===== src/rtl/mad_io_controller_if.sv =====
// mad_io_controller_if: host and processor side signals
// of the I/O controller, grouped with directional modports.
interface mad_io_controller_if #(
  parameter int DEPTH = 4
);
  logic [15:0]            host_data;
  logic                   host_valid;
  logic                   host_ready;
  logic [15:0]            In_Port;
  logic                   in_read;
  logic                   Int;
  logic [15:0]            Out_Port;
  logic                   out_valid;
  logic [15:0]            tx_data;
  logic                   tx_valid;
  logic                   tx_ready;
  logic                   tx_overflow;
  logic [$clog2(DEPTH):0] rx_count;

  modport master (
    output host_data, host_valid, in_read,
    output Out_Port, out_valid, tx_ready,
    input  host_ready, In_Port, Int,
    input  tx_data, tx_valid, tx_overflow, rx_count
  );

  modport slave (
    input  host_data, host_valid, in_read,
    input  Out_Port, out_valid, tx_ready,
    output host_ready, In_Port, Int,
    output tx_data, tx_valid, tx_overflow, rx_count
  );
endinterface


===== src/rtl/mad_io_controller.sv =====
// mad_io_controller: RX/TX word FIFOs between host and
// processor, with one interrupt pulse per received word.
module mad_io_controller #(
  parameter int DEPTH      = 4,
  parameter int INT_CYCLES = 1
) (
  input logic             Clk,
  input logic             Rst,
  mad_io_controller_if.slave bus
);
  localparam int AW = $clog2(DEPTH);
  localparam int CW = (INT_CYCLES > 1) ?
                      $clog2(INT_CYCLES) : 1;

  typedef enum logic [1:0] {
    S_IDLE,
    S_ASSERT,
    S_WAIT
  } state_t;

  logic [15:0] r_rx_mem [DEPTH];
  logic [15:0] r_tx_mem [DEPTH];
  logic [AW:0] r_rx_wp;
  logic [AW:0] r_rx_rp;
  logic [AW:0] r_tx_wp;
  logic [AW:0] r_tx_rp;
  logic        r_tx_ovf;
  state_t      r_state;
  state_t      w_state_nx;
  logic [CW-1:0] r_cnt;
  logic [CW-1:0] w_cnt_nx;
  logic        r_ack;
  logic        w_ack_nx;

  logic w_rx_empty;
  logic w_rx_full;
  logic w_rx_push;
  logic w_rx_pop;
  logic w_tx_empty;
  logic w_tx_full;
  logic w_tx_push;
  logic w_tx_pop;

  assign w_rx_empty = (r_rx_wp == r_rx_rp);
  assign w_rx_full  = (r_rx_wp[AW] != r_rx_rp[AW]) &&
    (r_rx_wp[AW-1:0] == r_rx_rp[AW-1:0]);
  assign w_rx_push  = bus.host_valid && !w_rx_full;
  assign w_rx_pop   = bus.in_read && !w_rx_empty;

  assign w_tx_empty = (r_tx_wp == r_tx_rp);
  assign w_tx_full  = (r_tx_wp[AW] != r_tx_rp[AW]) &&
    (r_tx_wp[AW-1:0] == r_tx_rp[AW-1:0]);
  assign w_tx_pop   = !w_tx_empty && bus.tx_ready;
  assign w_tx_push  = bus.out_valid &&
    (!w_tx_full || w_tx_pop);

  assign bus.host_ready  = !w_rx_full;
  assign bus.In_Port     = w_rx_empty ? 16'h0 :
    r_rx_mem[r_rx_rp[AW-1:0]];
  assign bus.rx_count    = r_rx_wp - r_rx_rp;
  assign bus.tx_valid    = !w_tx_empty;
  assign bus.tx_data     = w_tx_empty ? 16'h0 :
    r_tx_mem[r_tx_rp[AW-1:0]];
  assign bus.tx_overflow = r_tx_ovf;
  assign bus.Int         = (r_state == S_ASSERT);

  // Storage is never reset; empty masking hides stale words.
  always_ff @(posedge Clk) begin
    if (w_rx_push) r_rx_mem[r_rx_wp[AW-1:0]] <= bus.host_data;
    if (w_tx_push) r_tx_mem[r_tx_wp[AW-1:0]] <= bus.Out_Port;
  end

  // FIFO pointers and the sticky drop flag.
  always_ff @(posedge Clk or posedge Rst) begin
    if (Rst) begin
      r_rx_wp  <= '0;
      r_rx_rp  <= '0;
      r_tx_wp  <= '0;
      r_tx_rp  <= '0;
      r_tx_ovf <= 1'b0;
    end else begin
      if (w_rx_push) r_rx_wp <= r_rx_wp + 1'b1;
      if (w_rx_pop)  r_rx_rp <= r_rx_rp + 1'b1;
      if (w_tx_push) r_tx_wp <= r_tx_wp + 1'b1;
      if (w_tx_pop)  r_tx_rp <= r_tx_rp + 1'b1;
      if (bus.out_valid && !w_tx_push) r_tx_ovf <= 1'b1;
    end
  end

  // Interrupt FSM state, pulse counter and ack flag.
  always_ff @(posedge Clk or posedge Rst) begin
    if (Rst) begin
      r_state <= S_IDLE;
      r_cnt   <= '0;
      r_ack   <= 1'b0;
    end else begin
      r_state <= w_state_nx;
      r_cnt   <= w_cnt_nx;
      r_ack   <= w_ack_nx;
    end
  end

  // One pulse per word: a pop must be seen before re-arming.
  always_comb begin
    w_state_nx = r_state;
    w_cnt_nx   = r_cnt;
    w_ack_nx   = r_ack;
    unique case (r_state)
      S_IDLE: begin
        if (!w_rx_empty) begin
          w_state_nx = S_ASSERT;
          w_cnt_nx   = CW'(INT_CYCLES - 1);
          w_ack_nx   = 1'b0;
        end
      end
      S_ASSERT: begin
        if (w_rx_pop) w_ack_nx = 1'b1;
        if (r_cnt == '0) begin
          w_state_nx = r_ack ? S_IDLE : S_WAIT;
        end else begin
          w_cnt_nx = r_cnt - 1'b1;
        end
      end
      S_WAIT: begin
        if (w_rx_pop) w_ack_nx = 1'b1;
        if (w_rx_pop || r_ack) w_state_nx = S_IDLE;
      end
      default: w_state_nx = S_IDLE;
    endcase
  end
endmodule


===== src/flat_wrapper.sv =====
// flat-port wrapper written by rule: the top's interface ports become plain ports
module mad_io_controller_flat 
#(
  parameter int DEPTH      = 4,
  parameter int INT_CYCLES = 1
)
  (Clk, Rst, bus_host_data, bus_host_valid, bus_in_read, bus_Out_Port, bus_out_valid, bus_tx_ready, bus_host_ready, bus_In_Port, bus_Int, bus_tx_data, bus_tx_valid, bus_tx_overflow, bus_rx_count);
  mad_io_controller_if #(.DEPTH(DEPTH)) bus_i ();
  input logic Clk;
  input logic Rst;
  input wire logic [$bits(bus_i.host_data)-1:0] bus_host_data;
  input wire logic [$bits(bus_i.host_valid)-1:0] bus_host_valid;
  input wire logic [$bits(bus_i.in_read)-1:0] bus_in_read;
  input wire logic [$bits(bus_i.Out_Port)-1:0] bus_Out_Port;
  input wire logic [$bits(bus_i.out_valid)-1:0] bus_out_valid;
  input wire logic [$bits(bus_i.tx_ready)-1:0] bus_tx_ready;
  output wire logic [$bits(bus_i.host_ready)-1:0] bus_host_ready;
  output wire logic [$bits(bus_i.In_Port)-1:0] bus_In_Port;
  output wire logic [$bits(bus_i.Int)-1:0] bus_Int;
  output wire logic [$bits(bus_i.tx_data)-1:0] bus_tx_data;
  output wire logic [$bits(bus_i.tx_valid)-1:0] bus_tx_valid;
  output wire logic [$bits(bus_i.tx_overflow)-1:0] bus_tx_overflow;
  output wire logic [$bits(bus_i.rx_count)-1:0] bus_rx_count;
  assign bus_i.host_data = bus_host_data;
  assign bus_i.host_valid = bus_host_valid;
  assign bus_i.in_read = bus_in_read;
  assign bus_i.Out_Port = bus_Out_Port;
  assign bus_i.out_valid = bus_out_valid;
  assign bus_i.tx_ready = bus_tx_ready;
  assign bus_host_ready = bus_i.host_ready;
  assign bus_In_Port = bus_i.In_Port;
  assign bus_Int = bus_i.Int;
  assign bus_tx_data = bus_i.tx_data;
  assign bus_tx_valid = bus_i.tx_valid;
  assign bus_tx_overflow = bus_i.tx_overflow;
  assign bus_rx_count = bus_i.rx_count;
  mad_io_controller #(.DEPTH(DEPTH), .INT_CYCLES(INT_CYCLES)) u_core (.Clk(Clk), .Rst(Rst), .bus(bus_i));
endmodule

===== config.mk =====
export PLATFORM = sky130hd
export DESIGN_NAME = mad_io_controller_flat
export DESIGN_NICKNAME = d
export VERILOG_FILES = /design/src/rtl/mad_io_controller_if.sv /design/src/rtl/mad_io_controller.sv /design/src/flat_wrapper.sv
export SDC_FILE = /design/constraint.sdc
export NUM_CORES = 1
export LEC_CHECK = 0
export BUFFER_PORTS_ARGS = -buffer_cell sky130_fd_sc_hd__buf_2
export CELL_PAD_IN_SITES_DETAIL_PLACEMENT = 0
export CELL_PAD_IN_SITES_GLOBAL_PLACEMENT = 1
export CORE_ASPECT_RATIO = 0.9
export CORE_UTILIZATION = 35
export DETAILED_ROUTE_END_ITERATION = 7
export PLACE_DENSITY = 0.66
export SLEW_MARGIN = 20
export SYNTH_ARGS = -nofsm -noshare
export SYNTH_HDL_FRONTEND = slang
export SYNTH_SLANG_ARGS = --single-unit

===== constraint.sdc =====
create_clock -name Clk -period 3.45 [get_ports Clk]
set_input_delay 0.5175 -clock Clk [delete_from_list [all_inputs] [get_ports Clk]]
set_output_delay 0.5175 -clock Clk [all_outputs]
set_load 0.005 [all_outputs]

### Word-level counts from Yosys, hierarchy flattened

Memories as Yosys holds them, arrays and structs flattened.
Cells that the tools add are included.
Widths: inputs -> output; s select.

| cells by class | value |
|---|---|
| muxes and demuxes | 16 |
| reductions and logical operators | 21 |
| equality and inequality tests | 12 |
| $add $sub $neg | 6 |

Operators by type and width:

| kind | number |
|---|---|
| $mux 16 | 2 |
| $add 3x1->3 const B | 4 |
| $mux 2 | 4 |
| $logic_and 1x1->1 | 7 |
| $mux 1 | 7 |
| $eq 3x3->1 | 2 |
| $pmux 2 s3 | 1 |
| $reduce_and 3->1 | 2 |
| $logic_not 1->1 | 5 |
| $eq 2x2->1 | 2 |
| $ne 2x1->1 const B | 2 |
| $ne 2x2->1 const B | 2 |
| $pmux 1 s2 | 2 |
| $reduce_bool 2->1 | 2 |
| $sub 3x3->3 | 1 |
| $eq 2x1->1 const B | 1 |
| $eq 2x2->1 const B | 1 |
| $logic_not 2->1 | 1 |
| $logic_or 1x1->1 | 2 |
| $ne 1x1->1 | 2 |
| $reduce_and 2->1 | 1 |
| $reduce_or 2->1 | 1 |
| $sub 1x1->1 const B | 1 |

| storage, ports and cells | value |
|---|---|
| output and inout bits | 39 |
| flip-flop bits (word level) | 17 |
| memories kept | 2 |
| bits in writable memories | 128 |
| logic and storage cells | 65 |

Memory list:

| name | words | width | read ports | clocked after memory_dff | write ports | RTL line | RTL |
|---|---|---|---|---|---|---|---|
| u_core.r_rx_mem | 4 | 16 | 1 | 0 | 1 | mad_io_controller.sv:21 | `logic [15:0] r_rx_mem [DEPTH];` |
| u_core.r_tx_mem | 4 | 16 | 1 | 0 | 1 | mad_io_controller.sv:22 | `logic [15:0] r_tx_mem [DEPTH];` |

### Logic depth before layout (Yosys ltp)

Gate-level depths: netlist of the first run.

| depth | value |
|---|---|
| depth in word-level cells | 7 |
| gate-level depth with buffers | 8 |
| depth with buffers taken out | 6 |

### Least setup slack after synthesis of the first run

Ideal clock, no wire load.

| path | value |
|---|---|
| path type | reg-to-reg |
| start | register u_core.r_rx_rp[1] |
| end | memory u_core.r_rx_mem[3][0], enable pin |
| cell stages (with the launch flop) | 7 |
| library setup time | 0.375 ns |
| arrival time | 2.230 ns |
| data required time | 3.075 ns |
| setup slack | 0.845 ns |
| path through | dfrtp_1 clkbuf_1 buf_2 inv_1 ha_1 a31oi_1 and2_1 |

| on the way | value |
|---|---|
| longest elaborated chain between the ends | 6 |

Ends and longest elaborated chain:

| item | RTL line | RTL |
|---|---|---|
| from (decl) | mad_io_controller.sv:24 | `logic [AW:0] r_rx_rp;` |
| from (signal assigned) | mad_io_controller.sv:83 | `if (w_rx_pop) r_rx_rp <= r_rx_rp + 1'b1;` |
| $eq 2x2->1 | mad_io_controller.sv:46 | `(r_rx_wp[AW-1:0] == r_rx_rp[AW-1:0]);` |
| $logic_and 1x1->1 | mad_io_controller.sv:45 | `assign w_rx_full = (r_rx_wp[AW] != r_rx_rp[AW]) &&` |
| $logic_not 1->1 | mad_io_controller.sv:47 | `assign w_rx_push = bus.host_valid && !w_rx_full;` |
| $logic_and 1x1->1 | mad_io_controller.sv:47 |  |
| $mux 1 | mad_io_controller.sv:69 | `if (w_rx_push) r_rx_mem[r_rx_wp[AW-1:0]] <= bus.host_data;` |
| $mux 1 (not written as such) | mad_io_controller.sv:69 |  |
| to (decl) | mad_io_controller.sv:21 |  |

No other way between the ends.

### Worst setup path after layout of the first run

| path | value |
|---|---|
| start | register u_core.r_rx_wp[0] |
| end | output port bus_In_Port[14] |

| on the way | value |
|---|---|
| longest elaborated chain between the ends | 2 |

Ends and longest elaborated chain:

| item | RTL line | RTL |
|---|---|---|
| from (decl) | mad_io_controller.sv:23 | `logic [AW:0] r_rx_wp;` |
| from (signal assigned) | mad_io_controller.sv:82 | `if (w_rx_push) r_rx_wp <= r_rx_wp + 1'b1;` |
| $eq 3x3->1 | mad_io_controller.sv:44 | `assign w_rx_empty = (r_rx_wp == r_rx_rp);` |
| $mux 16 | mad_io_controller.sv:58 | `assign bus.In_Port = w_rx_empty ? 16'h0 :` |
| to (decl) | flat_wrapper.sv:18 | `output wire logic [$bits(bus_i.In_Port)-1:0] bus_In_Port;` |

No other way between the ends.

==> metrics.yaml, run 1 <==
run_status:
  status: "finished, violations left"
  violations: "DRC"
timing:
  fin_ws_ns: 0.704
  hold_violations: 0
  setup_viol: 0
  final.setup_skew_ns: 0.00644
  timing.hold.ws_ns: 0.203
  max_freq_ghz: 0.364
  tightest_slew_ns: 0.912
  rsz0062_at_grt: "no"
  tns_ns: 0
  min_period_ns: 2.75
  fin_crit_sh_pct: 79.6
  slew_viol_final: 0
  relSlewSlack_pct: 39.2
pwr:
  power.total_mw: 6.69
  ir_drop_v: 0.000406
  powerDensity_nw_per_um2: 939
  cellLeakagePower_nw: 2.62
setup_path:
  path_max_fanout: 14
  crit_arrival_ns: 2.23
  timing.rr.start: "u_core.r_rx_wp[0]"
  cp-start-kind: "register"
  critical_path_class: "register to output port"
  crit_required_ns: 2.93
  crit_start: "u_core.r_rx_wp[0]"
  r2r_cells: 4
  cp-end-kind: "output port"
placed_design:
  placed_cell_area_sq_um: 6540
  pre_cts_slack_ns: 1.01
  gp_congestion: 0.694
  dp_cells: 581
  port_buffers: 76
  hpwl_um: 6760
route:
  ant_nets: 0
  drt_iter0_drc: 147
  wl_met1_um: 4750
  first_pass_iters: 6
  drc: 2
  wl_per_cell_um: 17.1
  routed_wl_um: 10500
  top_layer: "met4"
  vias: 2917
  met2RoutedLength_um: 5280
  viasPerCell: 4.76
  wl_met3_um: 324
global_routing:
  grt_usage_pct: 13.3
  grt_pass1_wl_um: 17100
  grt_max_degree: 20
  grt.overflow.total: 0
  grt_antenna_before_repair: 1
  grt_pass1_vias: 3155
yosys:
  synthesis.nets: 358
  synth.most_common_cell: "edfxtp_1"
  syn_area_per_cell_sq_um: 19.6
  synth_common_cells: "edfxtp_1, mux4_2, and2_1"
  synth_async_sr_flop_share_pct: 11.1
  synthCells: 302
  yosys_warnings: 0
  synthDominantCellAreaShare_pct: 64.9
  yosys-top-cells-area: "edfxtp_1, mux4_2, dfrtp_1, ha_1, and2_1"
  yosysSeqAreaShare_pct: 71.7
  yosysTopAreaCell: "edfxtp_1"
  synth_edf_count: 128
  ys_types: 37
  synth_area_sq_um: 5920
  synth.ff_latch_count: 144
  synthFlopType: "edfxtp_1"
cts:
  root_buffer: "clkbuf_16"
  ctsHoldBuffers: 0
  ctsResizeCount: 0
  clock_sinks: 144
  tritoncts: "built"
  clk_pin_slew_ns: 0.06
  numCtsBuffers: 17
  h-tree-depth: 4
  cts_buffer_depth: 2
  clk_latency_ns: 0.41
  post_cts_buffers: 0
min_path:
  hp-class: "input port to async pin"
finish:
  multi_input_area_sq_um: 1550
  post-route-cell-area_sq_um: 7120
  fin_nets: 449
  syn2layout_area_growth_pct: 20.3
  final-seq-area_sq_um: 4240
  finalNonFillerCells: 613
  post_route_cells_drive_above_1_share_pct: 37.7
  n_fill_cell: 1423
  utilization_pct: 43.6
  insertedDiodeCount: 0
die:
  die_area_sq_um: 17400
  initial_core_util_pct: 36.2
  coreArea_sq_um: 16400
  fp.dieW_um: 139
  rows: 44
  die_h_um: 125
  ios: 77
job:
  maxCapViolations: 0
cell usage in the layout (no fill, tap or decap), drive strengths merged, types with 2 or more instances in the layout:
master / count
edfxtp: 128
buf: 83
mux4: 32
and2: 24
inv: 18
ha: 17
clkbuf: 17
dfrtp: 16
nor2b: 10
xor2: 7
xnor2: 6
and2b: 6
clkinv: 6
nand2: 5
nand3: 4
nor2: 4
clkinvlp: 3
mux2: 3
o21ai: 3
bufinv: 2
kinds of logic after synthesis:
| family | count (synthesis) | share of synthesized area, % |
|---|---|---|
| buffers and inverters | 25 | 2.15 |
| flip-flops | 144 | 71.7 |
| multiplexers | 35 | 12.7 |
| AND/OR/NAND/NOR | 57 | 5.87 |
| XOR/XNOR | 13 | 2.18 |
| AO/OA/AOI/OAI | 10 | 1.46 |
| adder cells (fa/ha/maj) | 18 | 3.93 |
critical path, cell delays in order, from the launching register on:
cell and delay [ns]:
dfrtp_1 0.37, inv_1 0.10, ha_1 0.36, nand2_1 0.11, nor2_2 0.49, buf_4 0.23, nor2b_1 0.04, buf_2 0.12
routing by layer:
metal	vias up	track usage [%]
li1	1352	-
met1	1504	17.1
met2	47	21.4
met3	14	3.45
met4	0	5.88
met5	-	0
registers in the layout, summed over array words and instances (netlist names):
| name | cells |
|---|---|
| u_core.r_rx_rp | 3 |
| u_core.bus.tx_overflow | 1 |
| u_core.r_state | 2 |
| u_core.r_rx_mem | 64 |
| u_core.r_ack | 1 |
| u_core.r_rx_wp | 3 |
| u_core.r_tx_mem | 64 |
| u_core.r_tx_rp | 3 |
| u_core.r_tx_wp | 3 |
layout make-up:
type,count,share of cell area (%)
clock buffers,17,5.97
clock inverters,15,2.23
inverters,14,0.738
multi-input cells,133,21.8
flip-flops and latches,144,59.6
well taps,207,3.64
repair buffers,83,6.08
path summary, 6_finish.rpt:
| check | to | slack [ns] |
|---|---|---|
| max reg2reg | u_core.r_rx_mem[2][5] | 1.06 |
| min in group Clk | u_core.r_tx_mem[3][9] | 0.32 |
| min reg2reg | u_core.bus.tx_overflow | 0.49 |
| max | bus_In_Port[14] | 0.70 |
| min | u_core.r_state[0] | 0.20 |
| max in group asynchronous | u_core.r_tx_wp[0] | 2.83 |
report_power, final:
| group | internal (mW) | switching, mW |
|---|---|---|
| Clock | 1.07 | 0.722 |
| Combinational | 1.17 | 1.21 |
| Sequential | 2.36 | 0.147 |
| Total | 4.61 | 2.08 |
(Power assumes the default switching activity.)
==> run 2, diff against run 1 <==
--- a/config.mk
+++ b/config.mk
@@ -5,13 +5,14 @@
 export SDC_FILE = /design/constraint.sdc
 export NUM_CORES = 1
 export LEC_CHECK = 0
+export ABC_AREA = 1
 export BUFFER_PORTS_ARGS = -buffer_cell sky130_fd_sc_hd__buf_2
 export CELL_PAD_IN_SITES_DETAIL_PLACEMENT = 0
 export CELL_PAD_IN_SITES_GLOBAL_PLACEMENT = 1
 export CORE_ASPECT_RATIO = 0.9
 export CORE_UTILIZATION = 35
 export DETAILED_ROUTE_END_ITERATION = 7
-export PLACE_DENSITY = 0.66
+export PLACE_DENSITY = 0.72
 export SLEW_MARGIN = 20
 export SYNTH_ARGS = -nofsm -noshare
 export SYNTH_HDL_FRONTEND = slang
==> constraint.sdc (replaced) <==
create_clock -name Clk -period 2.2 [get_ports Clk]
set_input_delay 0.33 -clock Clk [delete_from_list [all_inputs] [get_ports Clk]]
set_output_delay 0.33 -clock Clk [all_outputs]
set_load 0.005 [all_outputs]
==> run 2 against run 1 <==
Against the previous run:
- the run now ends clean
- via count up 38%
- final cell count up 41%
- sequential power increased by 56%
- first-iteration DRC count is 80% higher
- area after synthesis increased by 2.8%
- clock power rose by 63%
- critical path depth up 1
- critical path type unchanged
- largest power group is now combinational logic
- highest routed layer unchanged
==> metrics.yaml, run 2 <==
setup_path:
  cp-end-kind: "output port"
  crit_arrival_ns: 1.78  # -0.45 ns
  crit_required_ns: 1.87  # -1.06 ns
  crit_start: "u_core.r_rx_wp[1]"
  r2r_cells: 8  # +4
  timing.rr.start: "u_core.r_rx_wp[1]"
  path_max_fanout: 8  # -6
  r2r_setup_slack_ns: 0.30  # -0.76 ns
  timing.rr.end: "u_core.r_rx_mem[1][6]"
  critical_path_class: "register to output port"
  crit_end: "bus_In_Port[3]"
  cp-start-kind: "register"
cts:
  cts_buffer_depth: 2  # unchanged
  root_buffer: "clkbuf_16"
  tritoncts: "built"
  clock_sinks: 144  # unchanged
  numCtsBuffers: 17  # unchanged
  clk_pin_slew_ns: 0.06  # about the same
  clk_latency_ns: 0.41  # about the same
  h-tree-depth: 4  # unchanged
yosys:
  synth_common_cells: "edfxtp_1, nor2_1, o21ai_0"
  synth_mux_area_share_pct: 0  # -13 points
  yosysTopAreaCell: "edfxtp_1"
  synthCells: 522  # +73%
  yosys_warnings: 0  # unchanged
  synth-compound-area-share_pct: 8.72  # +7.3 points
  ys_types: 25  # -32%
  yosysSeqAreaShare_pct: 69.7  # -1.9 points
  synthesis.nets: 578  # +61%
  synthFlopType: "edfxtp_1"
  yosys-top-cells-area: "edfxtp_1, nor2_1, dfrtp_1, o21ai_0, nand2_1"
  synth.most_common_cell: "edfxtp_1"
  synth.ff_latch_count: 144  # unchanged
  synth_edf_count: 128  # unchanged
  synth_top_family_by_area: "simple AND/OR/NAND/NOR gates"
  synth_xor_xnor_area_share_pct: 0.719  # -1.5 points
  synthDominantCellAreaShare_pct: 63.1  # -1.8 points
  syn_area_per_cell_sq_um: 11.7  # -41%
  synth_async_sr_flop_share_pct: 11.1  # unchanged
  yosys.area_share.simple_pct: 11.8  # +5.9 points
  yosys.area_share.adder_pct: 3.82  # -0.11 points
  synth_area_sq_um: 6090  # +2.8%
finish:
  syn2layout_area_growth_pct: 26.0
  utilization_pct: 45.2  # +1.7 points
  final_common_cell: "edfxtp_1"
  final-seq-area_sq_um: 4250  # about the same
  fin_nets: 675  # +50%
  n_fill_cell: 1543  # +8.4%
  multi_input_area_sq_um: 1640  # +5.6%
  finalNonFillerCells: 867  # +41%
  most-common-layout-cells: "edfxtp_1, nor2_1, buf_2"
  insertedDiodeCount: 0  # unchanged
  post_route_cells_drive_above_1_share_pct: 25.6  # -12 points
global_routing:
  grt_pass1_vias: 4028  # +28%
  grt_antenna_before_repair: 1  # unchanged
  grt_max_degree: 35  # +75%
  grt.overflow.total: 0  # unchanged
  grt_pass1_wl_um: 20400  # +19%
  grt_usage_pct: 15.0  # +1.7 points
die:
  ios: 77  # unchanged
  die_h_um: 127  # +1.4%
  initial_core_util_pct: 35.9  # -0.30 points
  die_area_sq_um: 17900  # +2.7%
  rows: 45  # +2.3%
  coreArea_sq_um: 16900  # +3.6%
  fp.dieW_um: 141  # +1.4%
timing:
  slew_viol_final: 0  # unchanged
  setup_viol: 0  # unchanged
  rsz0062_at_grt: "yes"
  tns_ns: 0  # unchanged
  final.setup_skew_ns: 0.00620  # -0.000240 ns
  max_freq_ghz: 0.473
  min_period_ns: 2.11
  relSlewSlack_pct: 55.1  # +16 points
  fin_ws_ns: 0.0879  # -0.616 ns
  fin_crit_sh_pct: 96.0
  tightest_slew_ns: 0.673  # -0.239 ns
  hold_violations: 0  # unchanged
placed_design:
  hpwl_um: 7810  # +16%
  port_buffers: 76  # unchanged
  dp_cells: 827  # +42%
  pre_cts_slack_ns: 0.310  # -0.703 ns
  gp_congestion: 0.733  # +5.6%
pwr:
  ir_drop_v: 0.000664  # +64%
  p_sw_share_pct: 35.7  # +4.6 points
  power.total_mw: 11.7  # +75%
  power.internal_mw: 7.54  # +64%
  power_switching_mw: 4.19  # +100%
  pwr-share-clk_pct: 24.8  # -2.0 points
  cellLeakagePower_nw: 3.08  # +18%
  combPwrFrac_pct: 41.8  # +6.2 points
  p_seq_share_pct: 33.4  # -4.1 points
  powerDensity_nw_per_um2: 1530  # +63%
min_path:
  hp-class: "input port to async pin"
route:
  routed_wl_um: 13100  # +25%
  drt_iter0_drc: 265  # +80%
  drc: 0  # -2
  viasPerCell: 4.64  # -2.4%
  vias: 4027  # +38%
  ant_nets: 0  # unchanged
  wl_per_cell_um: 15.1  # -12%
  first_pass_iters: 4  # -2
job:
  maxCapViolations: 0  # unchanged
run_status:
  status: "completed"
==> run 2: cell types whose count changed after synthesis, sizes merged, moves of 24 or more <==
cell / previous run / this run
and2: 24 / 0
inv: 14 / 47
nor2: 4 / 110
nand2: 5 / 63
o21ai: 3 / 66
mux4: 32 / 0
==> run 2: worst max-delay path, stage by stage, from the launching register on <==
cell	delay, ns
dfrtp_1	0.42
ha_1	0.31
nand2_1	0.07
inv_2	0.05
nand3_4	0.07
inv_4	0.05
clkbuf_16	0.17
a21oi_4	0.11
buf_2	0.12
==> run 2: worst min path at each step <==
stage	startpoint	end	slack (ns)	cells past startpoint
4_1_cts	Rst	u_core.bus.tx_overflow	0.03	2
3_3_place_gp	u_core.bus.tx_overflow	u_core.bus.tx_overflow	0.46	1
6_report	Rst	u_core.bus.tx_overflow	0.01	2
5_1_grt	Rst	u_core.bus.tx_overflow	0.07	2
2_1_floorplan	Rst	u_core.bus.tx_overflow	0.24	1
3_5_place_dp	Rst	u_core.bus.tx_overflow	0.48	2
==> run 2: area by class of cell <==
cell class | instances | share of cell area [%]
sequential | 144 | 55.4
multi-input combinational | 307 | 21.3
timing repair buffer | 101 | 9.14
clock buffer | 18 | 5.60
tap | 235 | 3.83
inverter | 48 | 2.48
clock inverter | 14 | 2.24
==> run 2: what timing repair did <==
action                                  in CTS  in global routing
gates resized for setup                     10                 35
setup buffers                                1                  5
hold buffers                                 0                  0
gates cloned                                 0                  2
pin swaps                                    0                  3
endpoints found under the setup margin      32                 32
==> run 2: kinds of logic after synthesis <==
| family | Yosys count |
|---|---|
| and+or+nand+nor | 183 |
| DFF | 144 |
| buffers and inverters | 71 |
| AOI/OAI and AO/OA | 101 |
| adders and majority gates | 18 |
| xor gates and xnor gates | 5 |
==> run 2: power groups by stage <==
stage / sequential [mW] / clock (mW) / combinational (mW)
detailed placement: 3.96 / 0 / 4.29
finish: 3.92 / 2.91 / 4.90
global placement: 3.94 / 0 / 4.21
CTS: 3.90 / 2.96 / 4.42
global route: 3.98 / 3.08 / 5.54
floorplan: 3.90 / 0 / 2.70
==> run 2: through the flow <==
stage,hold WS (ns),instance area [sq um]
floorplan,0.244,6100
global placement,0.464,6820
detailed placement,0.476,6820
CTS,0.0342,7460
global route,0.0674,7670
finish,0.0107,7670
==> run 2: metal layers <==
metal  GRT usage (%)  wire [um]  up-vias
li1                -          -     1973
met1            18.0       5640     1922
met2            25.8       6520      119
met3            4.54        827       13
met4            5.12        127        0
met5               0          0        -
